[config.mk]
export PLATFORM = sky130hd
export DESIGN_NAME = pic_priority_resolver
export DESIGN_NICKNAME = d
export VERILOG_FILES = /design/src/rtl/pic_priority_resolver.sv
export SDC_FILE = /design/constraint.sdc
export NUM_CORES = 1
export LEC_CHECK = 0
export ABC_AREA = 1
export BUFFER_PORTS_ARGS = -buffer_cell sky130_fd_sc_hd__buf_2
export CAP_MARGIN = 15
export CORE_MARGIN = 2
export CORE_UTILIZATION = 55
export DETAILED_ROUTE_END_ITERATION = 10
export PLACE_DENSITY = 0.78
export SLEW_MARGIN = 40
export SYNTH_ARGS = -nofsm -noshare
export SYNTH_HDL_FRONTEND = slang
export SYNTH_SLANG_ARGS = --single-unit
[constraint.sdc]
create_clock -name clk -period 4.7 [get_ports clk]
set_input_delay 0 -clock clk [delete_from_list [all_inputs] [get_ports clk]]
set_output_delay 0 -clock clk [all_outputs]
set_load 0.01 [all_outputs]
[src/rtl/pic_priority_resolver.sv]
// PIC priority resolver: edge-latched IRR, masking, fixed/rotating priority with nested ISR,
// two-pulse INTA vector delivery and EOI handling. Optional special mask mode: PIC_SPECIAL_MASK_EN.
module pic_priority_resolver #(
    parameter int NUM_IRQ = 8,
    parameter int VEC_W = 8,
    localparam int IDX_W = $clog2(NUM_IRQ)
) (
    input  logic                   clk,
    input  logic                   rst,
    input  logic                   init_done,
    input  logic [NUM_IRQ-1:0]     irq_req,
    input  logic [NUM_IRQ-1:0]     imr,
    input  logic                   rotate_mode,
    input  logic                   aeoi_en,
    input  logic [VEC_W-IDX_W-1:0] vector_base,
    input  logic                   inta,
    input  logic                   eoi_valid,
    input  logic                   eoi_specific,
    input  logic [IDX_W-1:0]       eoi_level,
`ifdef PIC_SPECIAL_MASK_EN
    input  logic                   smm,
`endif
    output logic                   int_out,
    output logic                   vec_valid,
    output logic [VEC_W-1:0]       vec_out,
    output logic [NUM_IRQ-1:0]     isr_out,
    output logic [NUM_IRQ-1:0]     irr_out
);

    typedef enum logic {IDLE, ACK1} state_t;

    state_t               state_q, state_d;
    logic [NUM_IRQ-1:0]   prev_q;
    logic [NUM_IRQ-1:0]   irr_q, irr_d, isr_q, isr_d;
    logic [IDX_W-1:0]     lp_q, lp_d, idx_q, idx_d;
    logic                 spur_q, spur_d, int_q, int_d, vv_q, vv_d;
    logic [VEC_W-1:0]     vec_q, vec_d;

    logic [NUM_IRQ-1:0]   rise, elig, isr_clr, isr_set, irr_clr;
    logic                 win_ok, isr_ok, nested, int_req;
    logic [IDX_W-1:0]     win_idx, isr_idx, win_rank, isr_rank;

    // Scan from lowest to highest priority so the highest-priority set bit is written last.
    function automatic logic [IDX_W:0] pick(input logic [NUM_IRQ-1:0] v, input logic [IDX_W-1:0] lp);
        logic [IDX_W:0]   r;
        logic [IDX_W-1:0] pos;
        r = '0;
        for (int k = NUM_IRQ-1; k >= 0; k--) begin
            pos = lp + IDX_W'(k + 1);
            if (v[pos]) r = {1'b1, pos};
        end
        return r;
    endfunction

    always_comb begin
        rise              = irq_req & ~prev_q;
        elig              = irr_q & ~imr;
        {win_ok, win_idx} = pick(elig, lp_q);
        {isr_ok, isr_idx} = pick(isr_q, lp_q);
        win_rank          = win_idx - lp_q - IDX_W'(1);
        isr_rank          = isr_idx - lp_q - IDX_W'(1);
        nested            = win_ok && (!isr_ok || (win_rank < isr_rank));
`ifdef PIC_SPECIAL_MASK_EN
        int_req           = smm ? |(elig & ~isr_q) : nested;
`else
        int_req           = nested;
`endif
    end

    always_comb begin
        state_d = state_q;
        lp_d    = lp_q;
        idx_d   = idx_q;
        spur_d  = spur_q;
        int_d   = int_req;
        vv_d    = 1'b0;
        vec_d   = vec_q;
        isr_clr = '0;
        isr_set = '0;
        irr_clr = '0;

        if (state_q == IDLE) begin
            if (inta) begin
                state_d = ACK1;
                int_d   = 1'b0;
                if (win_ok) begin
                    idx_d            = win_idx;
                    spur_d           = 1'b0;
                    isr_set[win_idx] = 1'b1;
                    irr_clr[win_idx] = 1'b1;
                end else begin
                    idx_d  = IDX_W'(NUM_IRQ - 1);
                    spur_d = 1'b1;
                end
            end
        end else if (inta) begin
            state_d = IDLE;
            vv_d    = 1'b1;
            vec_d   = {vector_base, idx_q};
            if (aeoi_en && !spur_q) begin
                isr_clr[idx_q] = 1'b1;
                if (rotate_mode) lp_d = idx_q;
            end
        end

        // EOI works on the ISR as it stood before this edge, so a bit set by INTA now survives.
        if (eoi_valid) begin
            if (eoi_specific) begin
                if (isr_q[eoi_level]) begin
                    isr_clr[eoi_level] = 1'b1;
                    if (rotate_mode) lp_d = eoi_level;
                end
            end else if (isr_ok) begin
                isr_clr[isr_idx] = 1'b1;
                if (rotate_mode) lp_d = isr_idx;
            end
        end

        irr_d = (irr_q & ~irr_clr) | rise;
        isr_d = (isr_q & ~isr_clr) | isr_set;

        if (!init_done) begin
            state_d = IDLE;
            irr_d   = '0;
            isr_d   = '0;
            int_d   = 1'b0;
            vv_d    = 1'b0;
            vec_d   = vec_q;
            lp_d    = IDX_W'(NUM_IRQ - 1);
        end
    end

    always_ff @(posedge clk or posedge rst) begin
        if (rst) begin
            state_q <= IDLE;
            prev_q  <= '0;
            irr_q   <= '0;
            isr_q   <= '0;
            lp_q    <= IDX_W'(NUM_IRQ - 1);
            idx_q   <= '0;
            spur_q  <= 1'b0;
            int_q   <= 1'b0;
            vv_q    <= 1'b0;
            vec_q   <= '0;
        end else begin
            state_q <= state_d;
            prev_q  <= irq_req;
            irr_q   <= irr_d;
            isr_q   <= isr_d;
            lp_q    <= lp_d;
            idx_q   <= idx_d;
            spur_q  <= spur_d;
            int_q   <= int_d;
            vv_q    <= vv_d;
            vec_q   <= vec_d;
        end
    end

    assign int_out   = int_q;
    assign vec_valid = vv_q;
    assign vec_out   = vec_q;
    assign isr_out   = isr_q;
    assign irr_out   = irr_q;

endmodule

Word-level counts from Yosys, hierarchy flattened --
Cells that the tools add are included.
Word-level totals: bits in registers 42, bits in latches 0, RAM bits 0, bits in read-only memories 0, input port bits 32, logic and storage cells 154, memories kept 0
Operators by class: add/sub/neg operators 11, multiply operators 0, divide/modulo/power cells 0, order comparisons 17, equal/unequal tests 0, shift operators 0, mux-type cells 92, bitwise operators 13, reduce and logical (&&, ||, !) cells 11
Operator list (count):
- $mux W8 | 12
- $mux W4 | 16
- $bmux W1 S3 | 17
- $lt A3 B4 Y1 const B | 12
- $mux W3 | 12
- $and A8 B8 Y8 | 4
- $not A8 Y8 | 4
- $or A8 B8 Y8 | 4
- $mux W1 | 31
- $add A3 B3 Y3 const B | 4
- $demux W1 S3 | 4
- $ge A3 B1 Y1 const B | 4
- $add A3 B2 Y3 const B | 2
- $logic_and A1 B1 Y1 | 6
- $sub A3 B1 Y3 const B | 2
- $sub A3 B3 Y3 | 2
- $add A3 B1 Y3 const B | 1
- $lt A3 B3 Y1 | 1
- $reduce_and A3 Y1 | 1
- $logic_not A1 Y1 | 2
- $reduce_and A2 Y1 | 1
- $logic_or A1 B1 Y1 | 1
- $not A1 Y1 | 1

Longest topological paths before layout --
depth after elaboration 23, gate-level depth with buffers 26

Least setup slack after synthesis --
Ideal clock, no wire load.
path kind register -> register, start point reg lp_q[1], end point reg int_q (netlist: int_out), setup time 0.125 ns, arrival 3.877 ns, required time 4.575 ns, path slack 0.698 ns, cell stages (with the launch flop) 26, buffers on the path 3, cells stage by stage dfstp_2 > buf_2 > inv_2 > buf_4 > ha_1 > inv_1 > buf_2 > nand3_1 > nand3_1 > nand2_1 > inv_1 > nand2_1 > nand2_1 > nand2_1 > nand2_1 > nand2_1 > nand2_1 > nand2_2 > ha_1 > fa_1 > xor2_1 > xor2_1 > ha_1 > a21oi_1 > a21oi_1 > a2111oi_0
On the way: longest elaborated chain between the ends 18, elaborated cells between the ends (all ways) 66, those cells by class add/sub (11); order compare (1); mux (51); reduce/logical (3)
Ends and longest elaborated chain:
- start, declared | line 35 | logic [IDX_W-1:0] lp_q, lp_d, idx_q, idx_d;
- start signal, assigned | line 139 | lp_q <= IDX_W'(NUM_IRQ - 1);
- start signal, assigned | line 150 | lp_q <= lp_d;
- $add A3 B3 Y3 or $bmux W1 S3 (tied branches) | line 49, 50
- $bmux W1 S3 or $mux W1 (tied branches) | line 50 | if (v[pos]) r = {1'b1, pos};
- $mux W1 (not written as such) or $mux W4 (tied branches) | line 50
- $mux W4 (7 in a row) | line 50
- $sub A3 B3 Y3, on equally long branches | line 60, 61
- $sub A3 B1 Y3, on equally long branches | line 60, 61
- $lt A3 B3 Y1 | line 62 | nested = win_ok && (!isr_ok || (win_rank < isr_rank));
- $logic_or A1 B1 Y1 | line 62
- $logic_and A1 B1 Y1 * | line 62
- $mux W1 | line 83 | if (inta) begin
- $mux W1 * | line 82 | if (state_q == IDLE) begin
- $mux W1 * | line 122 | if (!init_done) begin
- net int_d | line 36 | logic spur_q, spur_d, int_q, int_d, vv_q, vv_d;
- end signal, assigned | line 153 | int_q <= int_d;
- end, declared | line 36
Mark *: on every way through the listed nets, which the timed path passes. The rest lies on a longest branch. The select of a mux whose other input is x is not followed. A chain may end at the register's enable or synchronous reset.

Worst setup path in the final report --
Same ends and word-level chain as after synthesis.

==> results by stage <==
Route:
- The antenna violation net count after detailed routing is 0.
- The average wire per cell in the routed design is around 15 um.
- The detailed-routing iteration count for the pre-antenna-repair pass is 6.
- For this run, design rule violations remaining after detail routing come to 0.
- The total detailed-routing wirelength is 10900 um.
- The overall via count from detail_route is between 4000 and 5000.
- Using the TritonRoute via totals, the vias-per-cell ratio works out to about 5.6.
- The number of DRC markers in iteration 0 is 267.

Setup path:
- The category of the worst setup path launch point is a flip-flop.
- The data required time at the worst endpoint is around 4.9 ns.
- The largest fanout of any net on the critical path is 16.
- The critical path runs through a total of 22 cells.
- The number of cells traversed by the worst register-to-register path is 22.
- The number of buffers and inverters on the critical path is 3.
- The critical path goes through inv_2 > ha_1 > clkinvlp_4 > buf_4 > nand2_1 > nand3_2 > nand2_2 > o21ai_0 > nand2_1 > nand2_1 > nand2_1 > nand2_1 > nand2_1 > nand2_2 > ha_1 > fa_1 > xnor2_1 > xor2_1 > ha_1 > a21oi_1 > a21oi_1 > a2111oi_1.
- The data arrival time of the critical path is roughly 4.5 ns.
- The reg-to-reg setup timing slack is between 0.3 and 0.4 ns.
- The class of the most critical setup path is flip-flop to flip-flop.
- The most numerous cell type found on the critical path is sky130_fd_sc_hd__nand2_1.
- The worst flop-to-flop path endpoint is int_out$_DFF_PP0_.
- In this design, the stage delay of the slowest critical-path cell is between 0.7 and 0.8 ns.
- The startpoint identified for the worst register-to-register timing path is lp_q[1]$_DFF_PP1_.
- The capturing element type of the critical path is a flip-flop.
- The largest individual stage delay along the critical path comes from the cell sky130_fd_sc_hd__dfstp_4.
- The kind of cell adding the most delay to the critical path is adder cells.

Global routing:
- The global-route wire length before repair is 17600 um.
- The maximum number of pins on one net before global-route repair is 43.
- The total global-route track usage is a little over 30%.
- The number of antenna violations at the first check in global routing came to 0.
- For this run the aggregate overflow at the end of global routing stands at 0.
- The via count of the first global-routing pass is ~3800.

Pwr:
- The leakage power is roughly 0.0024 uW.
- Across the VDD grid, the largest voltage drop is about 0.25 mV.
- The cell area power density is between 400 and 500 mW/mm^2.

Clock network:
- The library cell used as clock root buffer is sky130_fd_sc_hd__clkbuf_8.
- The number of levels in the clock H-tree is 2.
- TritonCTS created 5 clock buffers.
- The maximum clock path buffer count is 2.
- At the later pin of the worst-skew pair, clock insertion delay measures ~0.3 ns.
- After clock tree synthesis, the clock-pin slew on the worst setup and hold paths is 0.09 ns.
- The total clock sinks is 42.
- The clock tree from TritonCTS is yes.

Floorplan:
- The overall die height is around 85 um.
- The floorplan step defined a core boundary enclosing between 0.006 and 0.007 sq mm.
- The number of rows created at floorplan is 29.
- The number of primary I/O pins is 58.
- The die footprint is ~0.0072 sq mm.
- The effective utilization at floorplan is 56.8%.
- The width of the chip is about 85 um.

Synthesis:
- The synthesized flop and latch total is between 40 and 50.
- Summing every instance area after synthesis gives 0.00361 sq mm.
- Counting flops with an async set or reset pin after synthesis yields a share of between 90% and 100%.
- The synthesized design contains 0 enable-type register cells.
- A synthesized cell averages 6.12 sq um.
- The share of synthesized area occupied by flip-flops and latches is 29.2%.
- The number of distinct standard cells referenced by the synthesized netlist is 37.
- Yosys printed 0 warnings.
- The number of nets in the synthesized netlist is 632.
- The most used flip-flop cell after synthesis is sky130_fd_sc_hd__dfrtp_1.
- Synthesis produced 590 cells.

Run status:
- The run finished with clean final reports.

Hold path:
- The worst hold-check path type is primary input to flip-flop.
- The startpoint identified for the worst hold timing path is inta.
- The number of cells on the worst hold path is 2.
- For hold timing, the worst endpoint is int_out$_DFF_PP0_.

Layout:
- The number of antenna cells inserted is 0.
- The area growth from synthesis to layout is 16.0%.
- In the final design database the tool counted between 700 and 800 nets.
- The utilization after layout is between 60% and 70%.
- Of the cells placed in the final design, the portion with a size suffix greater than 1 is ~15%.
- The most frequent standard cell in the layout excluding fill and tap cells is sky130_fd_sc_hd__nand2_1.
- In the layout the commonest cells are sky130_fd_sc_hd__nand2_1 (218), sky130_fd_sc_hd__inv_1 (83), sky130_fd_sc_hd__nand3_1 (63).

STA:
- The fmax is about 230 MHz.
- Setup repair after global routing left no endpoint under its margin.
- The final count of pins violating max slew is 0.
- The worst path needs approximately 4.3 ns of the cycle, external delays included.
- The final number of setup-violating endpoints is 0.
- The setup skew after layout is 0.00480 ns.
- The final clock period utilization by the worst path is just over 90%.
- Headroom to the max-slew limit came out at roughly half.
- After routing, the total negative slack on setup checks comes to 0 ns.
- At the pin with the least slew margin, the transition time is roughly 0.73 ns.
- The final-report hold violation count came to 0.

Placed design:
- Routability-driven placement finished with a final weighted congestion of a little under 1.
- The count of buffers added on input and output ports is 57.
- Summed over all nets, the half-perimeter wirelength after detailed placement is just over 8000 um.

Run:
- The number of max-capacitance violations reported is 0.
cells in the mapped netlist, types with 3 or more instances:
library cell / count / area, sq um
sky130_fd_sc_hd__dfstp_2: 3 / 78.8
sky130_fd_sc_hd__buf_6: 5 / 56.3
sky130_fd_sc_hd__nand2_1: 218 / 818
sky130_fd_sc_hd__clkbuf_1: 6 / 22.5
sky130_fd_sc_hd__o21ai_1: 8 / 40.0
sky130_fd_sc_hd__buf_2: 4 / 20.0
sky130_fd_sc_hd__xor2_1: 4 / 35.0
sky130_fd_sc_hd__a31oi_1: 3 / 18.8
sky130_fd_sc_hd__inv_2: 4 / 15.0
sky130_fd_sc_hd__nand4_1: 4 / 25.0
sky130_fd_sc_hd__inv_1: 85 / 319
sky130_fd_sc_hd__ha_1: 8 / 100
sky130_fd_sc_hd__o21ai_0: 26 / 130
sky130_fd_sc_hd__nand3_2: 3 / 30.0
sky130_fd_sc_hd__a21oi_1: 36 / 180
sky130_fd_sc_hd__nand3_1: 63 / 315
sky130_fd_sc_hd__nor2_1: 34 / 128
sky130_fd_sc_hd__dfrtp_1: 39 / 976
sky130_fd_sc_hd__nand2_2: 10 / 62.6
state kept, by name (all words and copies together) (netlist names), 3 cells and up:
signal   flops
irr_out      8
isr_out      8
prev_q       8
vec_out      8
idx_q        3
lp_q         3
report_power, final:
part	switching (uW)	leakage, uW	total (uW)	internal, uW
sequential	73.4	0.000526	504	430
combinational	709	0.00182	1080	373
clock	138	0.0000483	243	105
per-layer routing:
| metal | global-route usage (%) | part of all wire (%) | vias up | wire length [um] |
|---|---|---|---|---|
| li1 | - | - | 2011 | - |
| met1 | 40.7 | 43 | 1875 | 4660 |
| met2 | 50.9 | 47 | 208 | 5160 |
| met3 | 2.72 | 6.9 | 34 | 757 |
| met4 | 10.5 | 3.0 | 0 | 332 |
| met5 | 0 | 0 | - | 0 |
cell type report:
cell class | instances | area, sq um
multi-input cells | 442 | 2110
well taps | 77 | 96.3
fillers | 589 | 2160
repair buffers | 80 | 495
clock inverters | 3 | 18.8
flip-flops and latches | 42 | 1060
clock buffers | 5 | 68.8
inverters | 89 | 338
stage by stage:
step / std cells / power (uW) / hold slack, ns / cell area (sq um) / setup WS, ns
3_3_place_gp: 711 / 1520 / 0.124 / 3910 / 0.598
3_5_place_dp: 711 / 1540 / 0.124 / 3910 / 0.340
6_report: 738 / 1830 / 0.0208 / 4190 / 0.362
5_1_grt: 738 / 1990 / 0.0237 / 4190 / 0.106
4_1_cts: 734 / 1790 / 0.0287 / 4140 / 0.311
2_1_floorplan: 590 / 1270 / 0.0314 / 3610 / 0.698
timing repair:
| action | CTS | global route |
|---|---|---|
| gates resized for setup | 0 | 4 |
| buffers inserted | 0 | 4 |
| endpoints found under the setup margin | 0 | 1 |
| hold buffers | 15 | 0 |
| hold endpoints to repair | 62 | 0 |
cell families (layout without fill, tap and decap cells):
group / Yosys count / count (layout) / share of synthesized area (%)
DFF: 42 / 42 / 29.2
buffers and inverters: 106 / 177 / 12.4
adders and majority gates: 10 / 10 / 3.88
AOI/OAI and AO/OA: 87 / 87 / 13.3
and+or+nand+nor: 338 / 338 / 39.3
xor gates and xnor gates: 7 / 7 / 1.91
worst max-delay path by stage:
stage,end,start,slack (ns)
after floorplan,int_out$_DFF_PP0_,lp_q[1]$_DFF_PP1_,0.70
after global placement,int_out$_DFF_PP0_,lp_q[1]$_DFF_PP1_,0.60
after detailed placement,int_out$_DFF_PP0_,lp_q[1]$_DFF_PP1_,0.34
after CTS,int_out$_DFF_PP0_,lp_q[1]$_DFF_PP1_,0.31
after global routing,int_out$_DFF_PP0_,lp_q[1]$_DFF_PP1_,0.11
final,int_out$_DFF_PP0_,lp_q[1]$_DFF_PP1_,0.36
(Power assumes the default switching activity.)
